[src/rtl/lsu32_pkg.sv]
// lsu32_pkg: FSM state encoding and access-size codes shared by the LSU32 load/store unit.
package lsu32_pkg;

    typedef enum logic [1:0] {
        ST_IDLE  = 2'b00,
        ST_READ  = 2'b01,
        ST_WRITE = 2'b10,
        ST_DONE  = 2'b11
    } lsu_state_t;

    localparam logic [1:0] SZ_BYTE = 2'b00;
    localparam logic [1:0] SZ_HALF = 2'b01;
    localparam logic [1:0] SZ_WORD = 2'b10;
    localparam logic [1:0] SZ_ILL  = 2'b11;

endpackage

[src/rtl/lsu32_if.sv]
// lsu32_if: CPU request/response and data-memory signals of the LSU32; slave = LSU side, master = CPU/memory side.
interface lsu32_if;
    logic        req;
    logic        we;
    logic [1:0]  size;
    logic        uns;
    logic [31:0] addr;
    logic [31:0] wdata;
    logic        busy;
    logic        ready;
    logic [31:0] rdata;
    logic        err;
    logic        mem_read;
    logic        mem_write;
    logic [31:0] mem_address;
    logic [31:0] mem_wdata;
    logic [31:0] mem_rdata;

    modport slave (
        input  req, we, size, uns, addr, wdata, mem_rdata,
        output busy, ready, rdata, err, mem_read, mem_write, mem_address, mem_wdata
    );

    modport master (
        output req, we, size, uns, addr, wdata, mem_rdata,
        input  busy, ready, rdata, err, mem_read, mem_write, mem_address, mem_wdata
    );
endinterface

[src/rtl/lsu32_align.sv]
// lsu32_align: combinational big-endian lane extract/extend for loads and lane merge for sub-word stores.
module lsu32_align
    import lsu32_pkg::*;
(
    input  logic [1:0]  i_size,
    input  logic        i_uns,
    input  logic [1:0]  i_off,
    input  logic [31:0] i_rword,
    input  logic [31:0] i_old,
    input  logic [31:0] i_wdata,
    output logic [31:0] o_load,
    output logic [31:0] o_store
);
    logic [4:0]  w_bsh;
    logic [4:0]  w_hsh;
    logic [7:0]  w_byte;
    logic [15:0] w_half;

    // Offset 0 is the most significant lane, so the shift is (3 - off) bytes / (1 - off[1]) halves.
    assign w_bsh  = {~i_off, 3'b000};
    assign w_hsh  = {~i_off[1], 4'b0000};
    assign w_byte = i_rword[w_bsh +: 8];
    assign w_half = i_rword[w_hsh +: 16];

    always_comb begin
        o_load  = i_rword;
        o_store = i_wdata;
        case (i_size)
            SZ_BYTE: begin
                o_load  = i_uns ? {24'd0, w_byte} : {{24{w_byte[7]}}, w_byte};
                o_store = (i_old & ~(32'h0000_00FF << w_bsh)) | ({24'd0, i_wdata[7:0]} << w_bsh);
            end
            SZ_HALF: begin
                o_load  = i_uns ? {16'd0, w_half} : {{16{w_half[15]}}, w_half};
                o_store = (i_old & ~(32'h0000_FFFF << w_hsh)) | ({16'd0, i_wdata[15:0]} << w_hsh);
            end
            default: ;
        endcase
    end
endmodule

[src/rtl/lsu32.sv]
// lsu32: FSM-sequenced load/store unit in front of a 32-word data memory selected by addr[31:7].
// Define LSU32_SUBWORD_EN for byte/half accesses (read-modify-write stores); otherwise only aligned words are legal.
module lsu32
    import lsu32_pkg::*;
#(
    parameter logic [24:0] BASE_ADDRESS = 25'd0
) (
    input  logic   clk,
    input  logic   reset_n,
    lsu32_if.slave bus
);
    lsu_state_t  r_state;
    lsu_state_t  w_state_next;
    logic        r_we;
    logic        r_err;
    logic [29:0] r_waddr;
    logic [31:0] r_wdata;
    logic [31:0] r_rdata;
    logic        w_align_err;
    logic        w_err;
    logic [31:0] w_load;
    logic [31:0] w_store;
`ifdef LSU32_SUBWORD_EN
    logic [1:0]  r_size;
    logic [1:0]  r_off;
    logic        r_uns;
    logic [31:0] r_word;
`endif

    always_comb begin
`ifdef LSU32_SUBWORD_EN
        case (bus.size)
            SZ_BYTE: w_align_err = 1'b0;
            SZ_HALF: w_align_err = bus.addr[0];
            SZ_WORD: w_align_err = (bus.addr[1:0] != 2'b00);
            default: w_align_err = 1'b1;
        endcase
`else
        w_align_err = (bus.size != SZ_WORD) || (bus.addr[1:0] != 2'b00);
`endif
        w_err = w_align_err || (bus.addr[31:7] != BASE_ADDRESS);
    end

    always_comb begin
        w_state_next = r_state;
        case (r_state)
            ST_IDLE: begin
                if (bus.req) begin
                    if (w_err)
                        w_state_next = ST_DONE;
                    else if (!bus.we)
                        w_state_next = ST_READ;
`ifdef LSU32_SUBWORD_EN
                    else if (bus.size != SZ_WORD)
                        w_state_next = ST_READ;
`endif
                    else
                        w_state_next = ST_WRITE;
                end
            end
            // A store passing through READ is a read-modify-write.
            ST_READ:  w_state_next = r_we ? ST_WRITE : ST_DONE;
            ST_WRITE: w_state_next = ST_DONE;
            default:  w_state_next = ST_IDLE;
        endcase
    end

    always_ff @(posedge clk or negedge reset_n) begin
        if (!reset_n) begin
            r_state <= ST_IDLE;
            r_we    <= 1'b0;
            r_err   <= 1'b0;
            r_waddr <= '0;
            r_wdata <= '0;
            r_rdata <= '0;
`ifdef LSU32_SUBWORD_EN
            r_size  <= SZ_BYTE;
            r_off   <= 2'b00;
            r_uns   <= 1'b0;
            r_word  <= '0;
`endif
        end else begin
            r_state <= w_state_next;
            case (r_state)
                ST_IDLE: begin
                    if (bus.req) begin
                        r_we    <= bus.we;
                        r_err   <= w_err;
                        r_waddr <= bus.addr[31:2];
                        r_wdata <= bus.wdata;
                        r_rdata <= '0;
`ifdef LSU32_SUBWORD_EN
                        r_size  <= bus.size;
                        r_off   <= bus.addr[1:0];
                        r_uns   <= bus.uns;
`endif
                    end
                end
                ST_READ: begin
                    if (!r_we)
                        r_rdata <= w_load;
`ifdef LSU32_SUBWORD_EN
                    else
                        r_word  <= bus.mem_rdata;
`endif
                end
                default: ;
            endcase
        end
    end

`ifdef LSU32_SUBWORD_EN
    lsu32_align u_align (
        .i_size  (r_size),
        .i_uns   (r_uns),
        .i_off   (r_off),
        .i_rword (bus.mem_rdata),
        .i_old   (r_word),
        .i_wdata (r_wdata),
        .o_load  (w_load),
        .o_store (w_store)
    );
`else
    assign w_load  = bus.mem_rdata;
    assign w_store = r_wdata;
`endif

    assign bus.busy        = (r_state != ST_IDLE);
    assign bus.ready       = (r_state == ST_DONE);
    assign bus.mem_read    = (r_state == ST_READ);
    assign bus.mem_write   = (r_state == ST_WRITE);
    assign bus.mem_address = {r_waddr, 2'b00};
    assign bus.mem_wdata   = w_store;
    assign bus.rdata       = r_rdata;
    assign bus.err         = r_err;
endmodule

[src/flat_wrapper.sv]
// flat-port wrapper written by rule: the top's interface ports become plain ports
module lsu32_flat import lsu32_pkg::*;
#(
    parameter logic [24:0] BASE_ADDRESS = 25'd0
)
  (clk, reset_n, bus_req, bus_we, bus_size, bus_uns, bus_addr, bus_wdata, bus_mem_rdata, bus_busy, bus_ready, bus_rdata, bus_err, bus_mem_read, bus_mem_write, bus_mem_address, bus_mem_wdata);
  lsu32_if bus_i ();
  input  logic clk;
  input  logic reset_n;
  input wire logic [$bits(bus_i.req)-1:0] bus_req;
  input wire logic [$bits(bus_i.we)-1:0] bus_we;
  input wire logic [$bits(bus_i.size)-1:0] bus_size;
  input wire logic [$bits(bus_i.uns)-1:0] bus_uns;
  input wire logic [$bits(bus_i.addr)-1:0] bus_addr;
  input wire logic [$bits(bus_i.wdata)-1:0] bus_wdata;
  input wire logic [$bits(bus_i.mem_rdata)-1:0] bus_mem_rdata;
  output wire logic [$bits(bus_i.busy)-1:0] bus_busy;
  output wire logic [$bits(bus_i.ready)-1:0] bus_ready;
  output wire logic [$bits(bus_i.rdata)-1:0] bus_rdata;
  output wire logic [$bits(bus_i.err)-1:0] bus_err;
  output wire logic [$bits(bus_i.mem_read)-1:0] bus_mem_read;
  output wire logic [$bits(bus_i.mem_write)-1:0] bus_mem_write;
  output wire logic [$bits(bus_i.mem_address)-1:0] bus_mem_address;
  output wire logic [$bits(bus_i.mem_wdata)-1:0] bus_mem_wdata;
  assign bus_i.req = bus_req;
  assign bus_i.we = bus_we;
  assign bus_i.size = bus_size;
  assign bus_i.uns = bus_uns;
  assign bus_i.addr = bus_addr;
  assign bus_i.wdata = bus_wdata;
  assign bus_i.mem_rdata = bus_mem_rdata;
  assign bus_busy = bus_i.busy;
  assign bus_ready = bus_i.ready;
  assign bus_rdata = bus_i.rdata;
  assign bus_err = bus_i.err;
  assign bus_mem_read = bus_i.mem_read;
  assign bus_mem_write = bus_i.mem_write;
  assign bus_mem_address = bus_i.mem_address;
  assign bus_mem_wdata = bus_i.mem_wdata;
  lsu32 #(.BASE_ADDRESS(BASE_ADDRESS)) u_core (.clk(clk), .reset_n(reset_n), .bus(bus_i));
endmodule
[config.mk]
export PLATFORM = sky130hd
export DESIGN_NAME = lsu32_flat
export DESIGN_NICKNAME = d
export VERILOG_FILES = /design/src/rtl/lsu32_pkg.sv /design/src/rtl/lsu32_if.sv /design/src/rtl/lsu32_align.sv /design/src/rtl/lsu32.sv /design/src/flat_wrapper.sv
export SDC_FILE = /design/constraint.sdc
export NUM_CORES = 1
export LEC_CHECK = 0
export ABC_CLOCK_PERIOD_IN_PS = 3220
export BUFFER_PORTS_ARGS = -buffer_cell sky130_fd_sc_hd__buf_2
export CAP_MARGIN = 20
export CELL_PAD_IN_SITES_DETAIL_PLACEMENT = 2
export CELL_PAD_IN_SITES_GLOBAL_PLACEMENT = 2
export CORE_MARGIN = 2
export CORE_UTILIZATION = 29
export CTS_CLUSTER_DIAMETER = 100
export DETAILED_ROUTE_END_ITERATION = 12
export GPL_ROUTABILITY_DRIVEN = 0
export GPL_TIMING_DRIVEN = 0
export PLACE_DENSITY_LB_ADDON = 0.1
export SYNTH_ARGS = -nofsm -noshare
export SYNTH_HDL_FRONTEND = slang
export SYNTH_SLANG_ARGS = --single-unit
[constraint.sdc]
create_clock -name clk -period 3.22 [get_ports clk]
set_clock_uncertainty 0.1 [all_clocks]
set_input_delay 0.322 -clock clk [delete_from_list [all_inputs] [get_ports clk]]
set_output_delay 0.322 -clock clk [all_outputs]
set_load 0.005 [all_outputs]
==> out/results.ini <==
[run_status]
outcome = completed

[placement]
io_buffers = 200
hpwl_um = 8790
pre_cts_slack_ns = 1.20

[floorplan]
row_count = 42
ios = 204
start_util_pct = 29.8
core_mm2 = 0.0132
die_width_um = 121
dieArea_mm2 = 0.0145
die_y_um = 121

[final_layout]
layout-drive-gt1-share_pct = 54.9
fin_nets = 636
final_util_pct = 41.5
area.growth.synth_to_final_pct = 39.3
diodes = 0

[route]
wirelength_um = 11300
final_antenna_net_count = 0
drc = 0
vias = 3164
firstDrtPassIters = 4
viasPerCell = 4.46
first_iter_violations = 105
wl_per_cell_um = 16.0

[sta]
setup_violations = 0
maxSlewHeadroom_pct = 58.4
min_period_ns = 1.98
final.setup.worst_slack_ns = 1.24
final_hold_viol_count = 0
drv_slew = 0
grt_setup_unrepaired = false
fin_setup_tns_ns = 0
fmax_mhz = 505
max_slew.worst_pin.slew_ns = 0.624
period_share_pct = 61.5

[grt]
gr-usage-all-layers_pct = 16.4
antenna_found_initial = 0
grt_pass1_vias = 3515
overflow = 0
grt_max_degree = 55
grt_pass1_wl_um = 18400

[synthesis]
synth_common_cells = 98 x dfrtp_1, 67 x nand2_1, 62 x mux2_2
synth_area_leaders = dfrtp_1 62%, mux2_2 18%, nand2_1 6.4%
ys_ff_latch = 98
synth_top_cell_by_area = dfrtp_1
synth_top_cell_area_share_pct = 62.2
ys_types = 25
avgSynthCellArea_um2 = 12.5
ys_warn_count = 0
syn_area_mm2 = 0.00394
synthCells = 315
synth-edff-count = 0
async_flop_share_pct = 100
seq_area_frac_synth_pct = 62.2
yosysMostFrequentCell = dfrtp_1
synthFlopType = dfrtp_1

[worst_setup_path]
critPathArrivalTime_ns = 2.10
crit_path_end_kind = flop
startpoint = u_core.r_state[1]$_DFFE_PN0P_
path_class = reg2reg
r2r_start = u_core.r_state[1]$_DFFE_PN0P_
path_max_fanout = 10
critPathLaunchType = flop
crit_required_ns = 3.34

[power]
clkPwrFrac_pct = 19.1
ir_worst_vdd_mv = 0.411
pwr-share-seq_pct = 39.4
switchingPower_mw = 1.82
p_int_mw = 3.52
power_mw = 5.34
combPwrFrac_pct = 41.6
power_leakage_nw = 2.76
swShare_pct = 34.1
p_per_area_mw_per_mm2 = 972

[cts]
clock-sinks = 98
clk_latency_ns = 0.34
cts_made_buffers = 9
post_cts_resized = 0
h-tree-depth = 3
cts-root-buf = clkbuf_16
path_clk_slew_ns = 0.07
clockBufferDepth = 2
cts_tree = yes

[min_path]
hold_class = in2reg
min_from = bus_wdata[28]

[flow_run]
maxCapViolCount = 0

## area by class of cell
class                      instances  area [um2]
tap                              176         220
clock buffer                      13         260
timing repair buffer             202        1040
inverter                           5        18.8
buffer                            20         145
multi-input combinational        193        1330
sequential                        98        2450
clock inverter                     3        23.8
fill                            1455        7750
## power by group through the flow
stage | Clock, mW | Sequential (mW) | Combinational [mW]
after CTS | 1.07 | 2.12 | 2.29
after floorplan | 0 | 2.16 | 1.17
after global placement | 0 | 2.09 | 2.21
after global routing | 1.11 | 2.19 | 2.51
final | 1.02 | 2.10 | 2.22
after detailed placement | 0 | 2.13 | 2.29
## path summary, 6_finish.rpt
kind,endpoint,slack (ns),depth (start not counted)
setup / recovery,u_core.bus.rdata[24]$_DFFE_PN0P_,1.24,9
hold / removal,u_core.bus.mem_wdata[28]$_DFFE_PN0P_,0.11,2
setup reg to reg,u_core.bus.rdata[24]$_DFFE_PN0P_,1.24,9
min in group asynchronous,u_core.bus.rdata[21]$_DFFE_PN0P_,0.44,2
max in group asynchronous,u_core.r_waddr[18]$_DFFE_PN0P_,1.90,3
hold reg to reg,u_core.r_we$_DFFE_PN0P_,0.37,2
## cells by family after synthesis
family / after synthesis / share of synthesized area [%]
DFF: 98 / 62.2
and+or+nand+nor: 83 / 8.76
muxes: 63 / 18.0
AOI/OAI and AO/OA: 41 / 5.52
buffers and inverters: 25 / 4.16
adders and majority gates: 4 / 1.27
other: 1 / 0.0951
## through the flow
| stage | cells | hold slack (ns) | cell area [um2] |
|---|---|---|---|
| after detailed placement | 693 | 0.289 | 5200 |
| after floorplan | 316 | -0.0736 | 3950 |
| after global routing | 710 | 0.0868 | 5490 |
| after global placement | 692 | 0.362 | 5170 |
| after CTS | 710 | 0.0886 | 5490 |
| final | 710 | 0.107 | 5490 |
## critical path, cell delays in order (launching register included)
cell and delay, ns:
dfrtp_1 0.42, inv_1 0.11, ha_1 0.16, clkbuf_1 0.28, nand2b_1 0.12, a21o_1 0.17, buf_4 0.17, buf_2 0.19
nand2_1 0.08, o21ai_1 0.06
## registers in the layout, indices dropped and copies added, names as in the netlist
register and count:
u_core.r_state 2, u_core.bus.rdata 32, u_core.bus.err 1, u_core.r_waddr 30, u_core.bus.mem_wdata 32, u_core.r_we 1
## layout by cell type (no fill, tap or decap), drive strengths merged
| cell type | count |
|---|---|
| a21oi | 2 |
| nand4 | 2 |
| mux2 | 62 |
| conb | 2 |
| buf | 217 |
| nor4b | 1 |
| nor3 | 2 |
| dlygate4sd3 | 1 |
| o31ai | 1 |
| nand2 | 67 |
| ha | 4 |
| o21ai | 34 |
| and2b | 1 |
| a21o | 1 |
| clkbuf | 17 |
| nor2 | 3 |
| a22oi | 1 |
| clkinv | 1 |
| mux2i | 1 |
| nor4 | 5 |
| a211oi | 2 |
| inv | 5 |
| nand2b | 2 |
| dfrtp | 98 |
| clkinvlp | 2 |
## what timing repair did
item / 4_1_cts / 5_1_grt
hold buffers: 1 / 0
setup buffers: 0 / 0
endpoints found under the hold margin: 44 / 0
## per-layer routing
metal  global-route usage [%]  vias to the layer above  part of all wire [%]  wire, um
li1                         -                     1486                     -         -
met1                     19.0                     1554                    39      4420
met2                     28.2                      118                    52      5850
met3                     7.08                        6                   8.7       990
met4                     3.27                        0                  0.72        82
met5                        0                        -                     0         0
Note: power is estimated with default switching activity, not from simulation.
